`config.mk`:
```
export PLATFORM = sky130hd
export DESIGN_NAME = dvi_video_timing
export DESIGN_NICKNAME = d
export VERILOG_FILES = /design/src/rtl/dvi_video_timing.sv
export SDC_FILE = /design/constraint.sdc
export NUM_CORES = 1
export LEC_CHECK = 0
export ABC_AREA = 0
export BUFFER_PORTS_ARGS = -buffer_cell sky130_fd_sc_hd__buf_2
export CELL_PAD_IN_SITES_DETAIL_PLACEMENT = 1
export CELL_PAD_IN_SITES_GLOBAL_PLACEMENT = 1
export CORE_ASPECT_RATIO = 0.6
export CORE_UTILIZATION = 42
export DETAILED_ROUTE_END_ITERATION = 7
export PLACE_DENSITY = 0.88
export SYNTH_ARGS = -nofsm -noshare
export SYNTH_HDL_FRONTEND = slang
export SYNTH_SLANG_ARGS = --single-unit
```
`constraint.sdc`:
```
create_clock -name CLK -period 3.8 [get_ports CLK]
set_input_delay 0.19 -clock CLK [delete_from_list [all_inputs] [get_ports CLK]]
set_output_delay 0.19 -clock CLK [all_outputs]
set_load 0.02 [all_outputs]
```
`src/rtl/dvi_video_timing.sv`:
```
// Raster timing generator for a DVI transmitter: frame/line counters, sync decode,
// a two-stage aligned pipeline and built-in test patterns, all on the pixel clock.
module dvi_video_timing #(
   parameter int H_ACTIVE = 640,
   parameter int H_FP     = 16,
   parameter int H_SYNC   = 96,
   parameter int H_BP     = 48,
   parameter int V_ACTIVE = 480,
   parameter int V_FP     = 10,
   parameter int V_SYNC   = 2,
   parameter int V_BP     = 33,
   parameter bit HS_POL   = 1'b0,
   parameter bit VS_POL   = 1'b0
) (
   input  logic        CLK,
   input  logic        RESET,
   input  logic        ENABLE,
   input  logic [1:0]  PAT_SEL,
   input  logic [7:0]  PIX_RED,
   input  logic [7:0]  PIX_GRN,
   input  logic [7:0]  PIX_BLU,
   output logic        PIX_REQ,
   output logic [11:0] PIX_X,
   output logic [11:0] PIX_Y,
   output logic [7:0]  TX_RED,
   output logic [7:0]  TX_GRN,
   output logic [7:0]  TX_BLU,
   output logic        TX_HS,
   output logic        TX_VS,
   output logic        TX_DE,
   output logic        FRAME_START,
   output logic        LINE_START
);

   localparam int H_TOTAL = H_ACTIVE + H_FP + H_SYNC + H_BP;
   localparam int V_TOTAL = V_ACTIVE + V_FP + V_SYNC + V_BP;
   localparam logic [11:0] H_LAST = 12'(H_TOTAL - 1);
   localparam logic [11:0] V_LAST = 12'(V_TOTAL - 1);
   localparam logic [11:0] H_ACT  = 12'(H_ACTIVE);
   localparam logic [11:0] V_ACT  = 12'(V_ACTIVE);
   localparam logic [11:0] HS_BEG = 12'(H_ACTIVE + H_FP);
   localparam logic [11:0] HS_END = 12'(H_ACTIVE + H_FP + H_SYNC);
   localparam logic [11:0] VS_BEG = 12'(V_ACTIVE + V_FP);
   localparam logic [11:0] VS_END = 12'(V_ACTIVE + V_FP + V_SYNC);
   localparam int PIPE_DEPTH = 2;

   typedef enum logic {ST_IDLE, ST_RUN} state_t;

   // Everything a pixel needs to reach the transmitter in step with its position.
   typedef struct packed {
      logic        de;
      logic        hs;
      logic        vs;
      logic        fs;
      logic        ls;
      logic [1:0]  pat;
      logic [11:0] x;
      logic [3:0]  y_lo;
   } pipe_t;

   state_t      state_reg, state_next;
   logic [11:0] h_cnt_reg, h_cnt_next;
   logic [11:0] v_cnt_reg, v_cnt_next;
   logic        run_next;
   logic        active_next;
   pipe_t       stage_next;
   pipe_t       pipe_reg [PIPE_DEPTH];
   pipe_t       pipe_last;
   logic        pix_req_reg;
   logic [11:0] pix_x_reg;
   logic [11:0] pix_y_reg;

   logic [2:0]       bar;
   logic [2:0][7:0]  pat_rgb;
   logic [2:0][7:0]  pix_rgb;
   logic [2:0][7:0]  tx_rgb;
   logic [2:0][7:0]  tx_rgb_reg;
   logic [1:0]       tx_pat_reg;
   logic             tx_de_reg;
   logic             tx_hs_reg;
   logic             tx_vs_reg;
   logic             tx_fs_reg;
   logic             tx_ls_reg;

   // ENABLE is only consulted when idle or at the last clock of a frame.
   always_comb begin
      state_next = state_reg;
      h_cnt_next = h_cnt_reg;
      v_cnt_next = v_cnt_reg;
      case (state_reg)
         ST_IDLE: begin
            h_cnt_next = '0;
            v_cnt_next = '0;
            if (ENABLE) state_next = ST_RUN;
         end
         default: begin
            if (h_cnt_reg == H_LAST) begin
               h_cnt_next = '0;
               if (v_cnt_reg == V_LAST) begin
                  v_cnt_next = '0;
                  if (!ENABLE) state_next = ST_IDLE;
               end else begin
                  v_cnt_next = v_cnt_reg + 12'd1;
               end
            end else begin
               h_cnt_next = h_cnt_reg + 12'd1;
            end
         end
      endcase
   end

   always_comb begin
      run_next    = (state_next == ST_RUN);
      active_next = run_next && (h_cnt_next < H_ACT) && (v_cnt_next < V_ACT);
      stage_next.de   = active_next;
      stage_next.hs   = run_next && (h_cnt_next >= HS_BEG) && (h_cnt_next < HS_END);
      stage_next.vs   = run_next && (v_cnt_next >= VS_BEG) && (v_cnt_next < VS_END);
      stage_next.fs   = run_next && (h_cnt_next == 12'd0) && (v_cnt_next == 12'd0);
      stage_next.ls   = run_next && (h_cnt_next == 12'd0);
      stage_next.pat  = PAT_SEL;
      stage_next.x    = active_next ? h_cnt_next : 12'd0;
      stage_next.y_lo = active_next ? v_cnt_next[3:0] : 4'd0;
   end

   assign pipe_last = pipe_reg[PIPE_DEPTH-1];

   // Pattern colour for the pixel leaving the last stage; channel index 0/1/2 = R/G/B.
   always_comb begin
      bar     = 3'((int'(pipe_last.x) * 8) / H_ACTIVE);
      pat_rgb = '0;
      case (pipe_last.pat)
         2'd1: pat_rgb = {{8{~bar[0]}}, {8{~bar[2]}}, {8{~bar[1]}}};
         2'd2: begin
            if ((pipe_last.x[3:0] == 4'd0) || (pipe_last.y_lo == 4'd0))
               pat_rgb = {3{8'hFF}};
         end
         2'd3: pat_rgb = {3{8'h80}};
         default: pat_rgb = '0;
      endcase
   end

   always_ff @(posedge CLK) begin
      if (RESET) begin
         state_reg   <= ST_IDLE;
         h_cnt_reg   <= '0;
         v_cnt_reg   <= '0;
         pix_req_reg <= 1'b0;
         pix_x_reg   <= '0;
         pix_y_reg   <= '0;
         for (int i = 0; i < PIPE_DEPTH; i++) pipe_reg[i] <= '0;
         tx_de_reg   <= 1'b0;
         tx_hs_reg   <= ~HS_POL;
         tx_vs_reg   <= ~VS_POL;
         tx_fs_reg   <= 1'b0;
         tx_ls_reg   <= 1'b0;
         tx_pat_reg  <= 2'd0;
         tx_rgb_reg  <= '0;
      end else begin
         state_reg   <= state_next;
         h_cnt_reg   <= h_cnt_next;
         v_cnt_reg   <= v_cnt_next;
         pix_req_reg <= active_next;
         pix_x_reg   <= active_next ? h_cnt_next : 12'd0;
         pix_y_reg   <= active_next ? v_cnt_next : 12'd0;
         pipe_reg[0] <= stage_next;
         for (int i = 1; i < PIPE_DEPTH; i++) pipe_reg[i] <= pipe_reg[i-1];
         tx_de_reg   <= pipe_last.de;
         tx_hs_reg   <= pipe_last.hs ? HS_POL : ~HS_POL;
         tx_vs_reg   <= pipe_last.vs ? VS_POL : ~VS_POL;
         tx_fs_reg   <= pipe_last.fs;
         tx_ls_reg   <= pipe_last.ls;
         tx_pat_reg  <= pipe_last.pat;
         tx_rgb_reg  <= pipe_last.de ? pat_rgb : '0;
      end
   end

   // External pixels arrive in the same clock as their TX_DE, so source 0 bypasses the colour register.
   assign pix_rgb = {PIX_BLU, PIX_GRN, PIX_RED};

   genvar gi;
   generate
      for (gi = 0; gi < 3; gi++) begin : g_chan
         assign tx_rgb[gi] = !tx_de_reg ? 8'h00 :
                             (tx_pat_reg == 2'd0) ? pix_rgb[gi] : tx_rgb_reg[gi];
      end
   endgenerate

   assign PIX_REQ     = pix_req_reg;
   assign PIX_X       = pix_x_reg;
   assign PIX_Y       = pix_y_reg;
   assign TX_RED      = tx_rgb[0];
   assign TX_GRN      = tx_rgb[1];
   assign TX_BLU      = tx_rgb[2];
   assign TX_HS       = tx_hs_reg;
   assign TX_VS       = tx_vs_reg;
   assign TX_DE       = tx_de_reg;
   assign FRAME_START = tx_fs_reg;
   assign LINE_START  = tx_ls_reg;

endmodule

```
==> flow_summary.toml <==
[run_status]
run_status = "finished clean"

[critical_path]
endpoint_kind = "flip-flop"
worstReg2RegStart = "pipe_reg[0][37]"
critPathMaxFanout = 8
timing.rr.end = "tx_rgb_reg[22]"
cp-start-kind = "flip-flop"
crit_type = "reg2reg"
cp-startpoint = "pipe_reg[0][37]"
r2r_setup_slack_ps = 200
reg2regPathDepth = 14
cp_data_arrival_time_ps = 3870
required_ps = 4070

[placed_design]
dp_hpwl_mm = 10.1
place.gp.congestion = 0.925
portBuffers = 82
pre_cts_ws_ps = 173

[power]
ir_drop_mv = 0.206
power_density_mw_per_mm2 = 385
p_leak_uw = 0.00214
total_power_uw = 2070

[logic_synthesis]
syn_area_per_cell_um2 = 8.41
ys.flop_type = "dfxtp_1"
synth_seq_cells = 92
synth_area_leader_cell = "dfxtp_1"
seq_area_frac_synth_pct = 39.7
synth.area.top_cells = "dfxtp_1, nor2b_1, a21oi_1, nor2_1, o21ai_0"
ys.warnings.count = 0
synth_edf_count = 0
synthArstFlopShare_pct = 0
synth_cell_types = 72
synthCells = 551
synth.top_cell.area_share_pct = 39.7
syn_area_mm2 = 0.00463

[sta]
final.period_utilization_pct = 94.7
max-slew-margin-rel_pct = 48.8
min_period_ps = 3600
fin_ws_ps = 200
worst_pin_slew_ps = 759
setup_viol = 0
slew_viol_final = 0
skew_ps = 7.06
hold_viol_final = 0
clock.fmax_ghz = 0.278

[cells_and_area]
nets = 648
num_antenna_cells = 0
fillers = 1293
largest_reg_flops = 31
syn2layout_area_growth_pct = 15.7
drive_gt1_share_pct = 22.5

[global_route]
grt_overflow = 0
grt_pass1_vias = 4130
grt_usage_pct = 24.3
grt_antenna_before_repair = 0
grt_pass1_wl_mm = 21.7
grt_max_degree = 50

[floorplanning]
io_pins = 83
core_mm2 = 0.0106
rows = 29
die-area_mm2 = 0.0115
fp.dieH_um = 83.4
initial_utilization_pct = 43.6
die_x_um = 138

[route]
drc = 0
postRouteAntennaNets = 0
wl_mm = 13.3
dr.first_iter.drc_count = 319
dr.pass1.iters = 5
wire_per_inst_um = 17.6
dr_total_vias = 4143
viasPerCell = 5.47

[clocking]
cts_root_buffer = "clkbuf_16"
clkSinkCount = 92
max-clock-path-buffers = 2
cts_made_buffers = 9
clk_pin_slew_worst_paths_ps = 60
clk_latency_ps = 340
cts_tree = "done"
cts_htree_levels = 3

[min_path]
min_from = "RESET"
holdPathStages = 2
min_to = "state_reg"
hp-class = "in2reg"

[flow_run]
drv_cap = 0
-- layer usage --
layer | GRT usage, % | vias to the layer above | wire [um]
li1 | - | 2012 | -
met1 | 33.9 | 2020 | 6320
met2 | 38.7 | 100 | 6220
met3 | 4.70 | 11 | 636
met4 | 4.80 | 0 | 111
met5 | 0 | - | 0
-- cells in the mapped netlist, types with 12 or more instances --
master / count
clkbuf_1: 14
nand2_1: 33
dfxtp_1: 92
nand3_1: 17
xnor2_1: 15
a21oi_1: 46
buf_4: 19
nand2b_1: 18
o21ai_0: 32
nor2_1: 52
inv_1: 12
nor3_1: 14
nor2b_1: 56
-- stage by stage --
step           utilization, %  instance area (um2)  setup TNS, ps  std cells  hold slack, ps
2_1_floorplan               -                 4650              0        555             268
3_3_place_gp             47.3                 5030              0        743             368
3_5_place_dp             47.3                 5030              0        743             377
4_1_cts                  50.1                 5320              0        757            49.6
5_1_grt                  50.4                 5360          -22.5        757            58.1
6_report                 50.4                 5360              0        757            53.7
-- final cells by class --
| type | count | area [um2] | share of cell area [%] |
|---|---|---|---|
| Sequential cell | 92 | 1840 | 34.3 |
| Clock inverter | 4 | 51.3 | 0.957 |
| Tap cell | 139 | 174 | 3.24 |
| Clock buffer | 10 | 239 | 4.46 |
| Multi-Input combinational cell | 406 | 2520 | 47.0 |
| Timing Repair Buffer | 91 | 478 | 8.91 |
| Inverter | 15 | 58.8 | 1.10 |
-- report_power, final --
group,internal (uW),switching (uW),total (uW)
clock,520,362,882
combinational,76.4,118,194
sequential,979,11.3,991
total,1580,491,2070
-- cell usage in the layout (no fill, tap or decap), drive strengths merged, types with 5 or more instances in the layout --
cell    synthesis  routed
a211oi          6       6
a21oi          47      47
and2            5       5
buf            26      91
clkbuf         16      10
clkinv          3       5
conb            1       5
dfxtp          92      92
inv            12      12
nand2          33      33
nand2b         19      19
nand3          18      18
nand4           9       9
nor2           52      52
nor2b          56      56
nor3           22      22
nor4            6       6
o21ai          34      34
xnor2          15      15
xor2            8       8
-- critical path, stage by stage (launching register included) --
cell	delay, ps
dfxtp_1	320
nor2_2	190
inv_1	80
ha_1	410
nand2b_4	200
a211oi_1	60
o311a_1	380
or3_1	410
o31ai_2	360
nor3_1	130
nor3b_4	190
a21o_1	210
nand3b_1	160
a211o_1	320
a21oi_1	120
-- kinds of logic (layout without fill, tap and decap cells) --
logic type | Yosys count | in the layout | share of synthesized area [%]
other | 1 | 5 | 0.0809
muxes | 3 | 3 | 0.675
and+or+nand+nor | 246 | 246 | 30.3
xor gates and xnor gates | 23 | 23 | 4.35
buffers and inverters | 57 | 120 | 7.10
adders and majority gates | 6 | 6 | 1.51
DFF | 92 | 92 | 39.7
AOI/OAI and AO/OA | 123 | 123 | 16.3
-- worst max-delay path by stage --
stage               slack [ps]  depth (start not counted)        endpoint
floorplan                  490                         15  tx_rgb_reg[23]
global placement           330                         14  tx_rgb_reg[23]
detailed placement         170                         14  tx_rgb_reg[22]
CTS                        150                         14  tx_rgb_reg[22]
global route               -20                         14  tx_rgb_reg[23]
finish                     200                         14  tx_rgb_reg[22]
-- repair_timing --
item / in CTS / in global routing
setup endpoints to repair: 0 / 3
gates resized for setup: 0 / 8
hold buffers: 0 / 0
setup buffers: 0 / 0
Note: power is estimated with default switching activity, not from simulation.
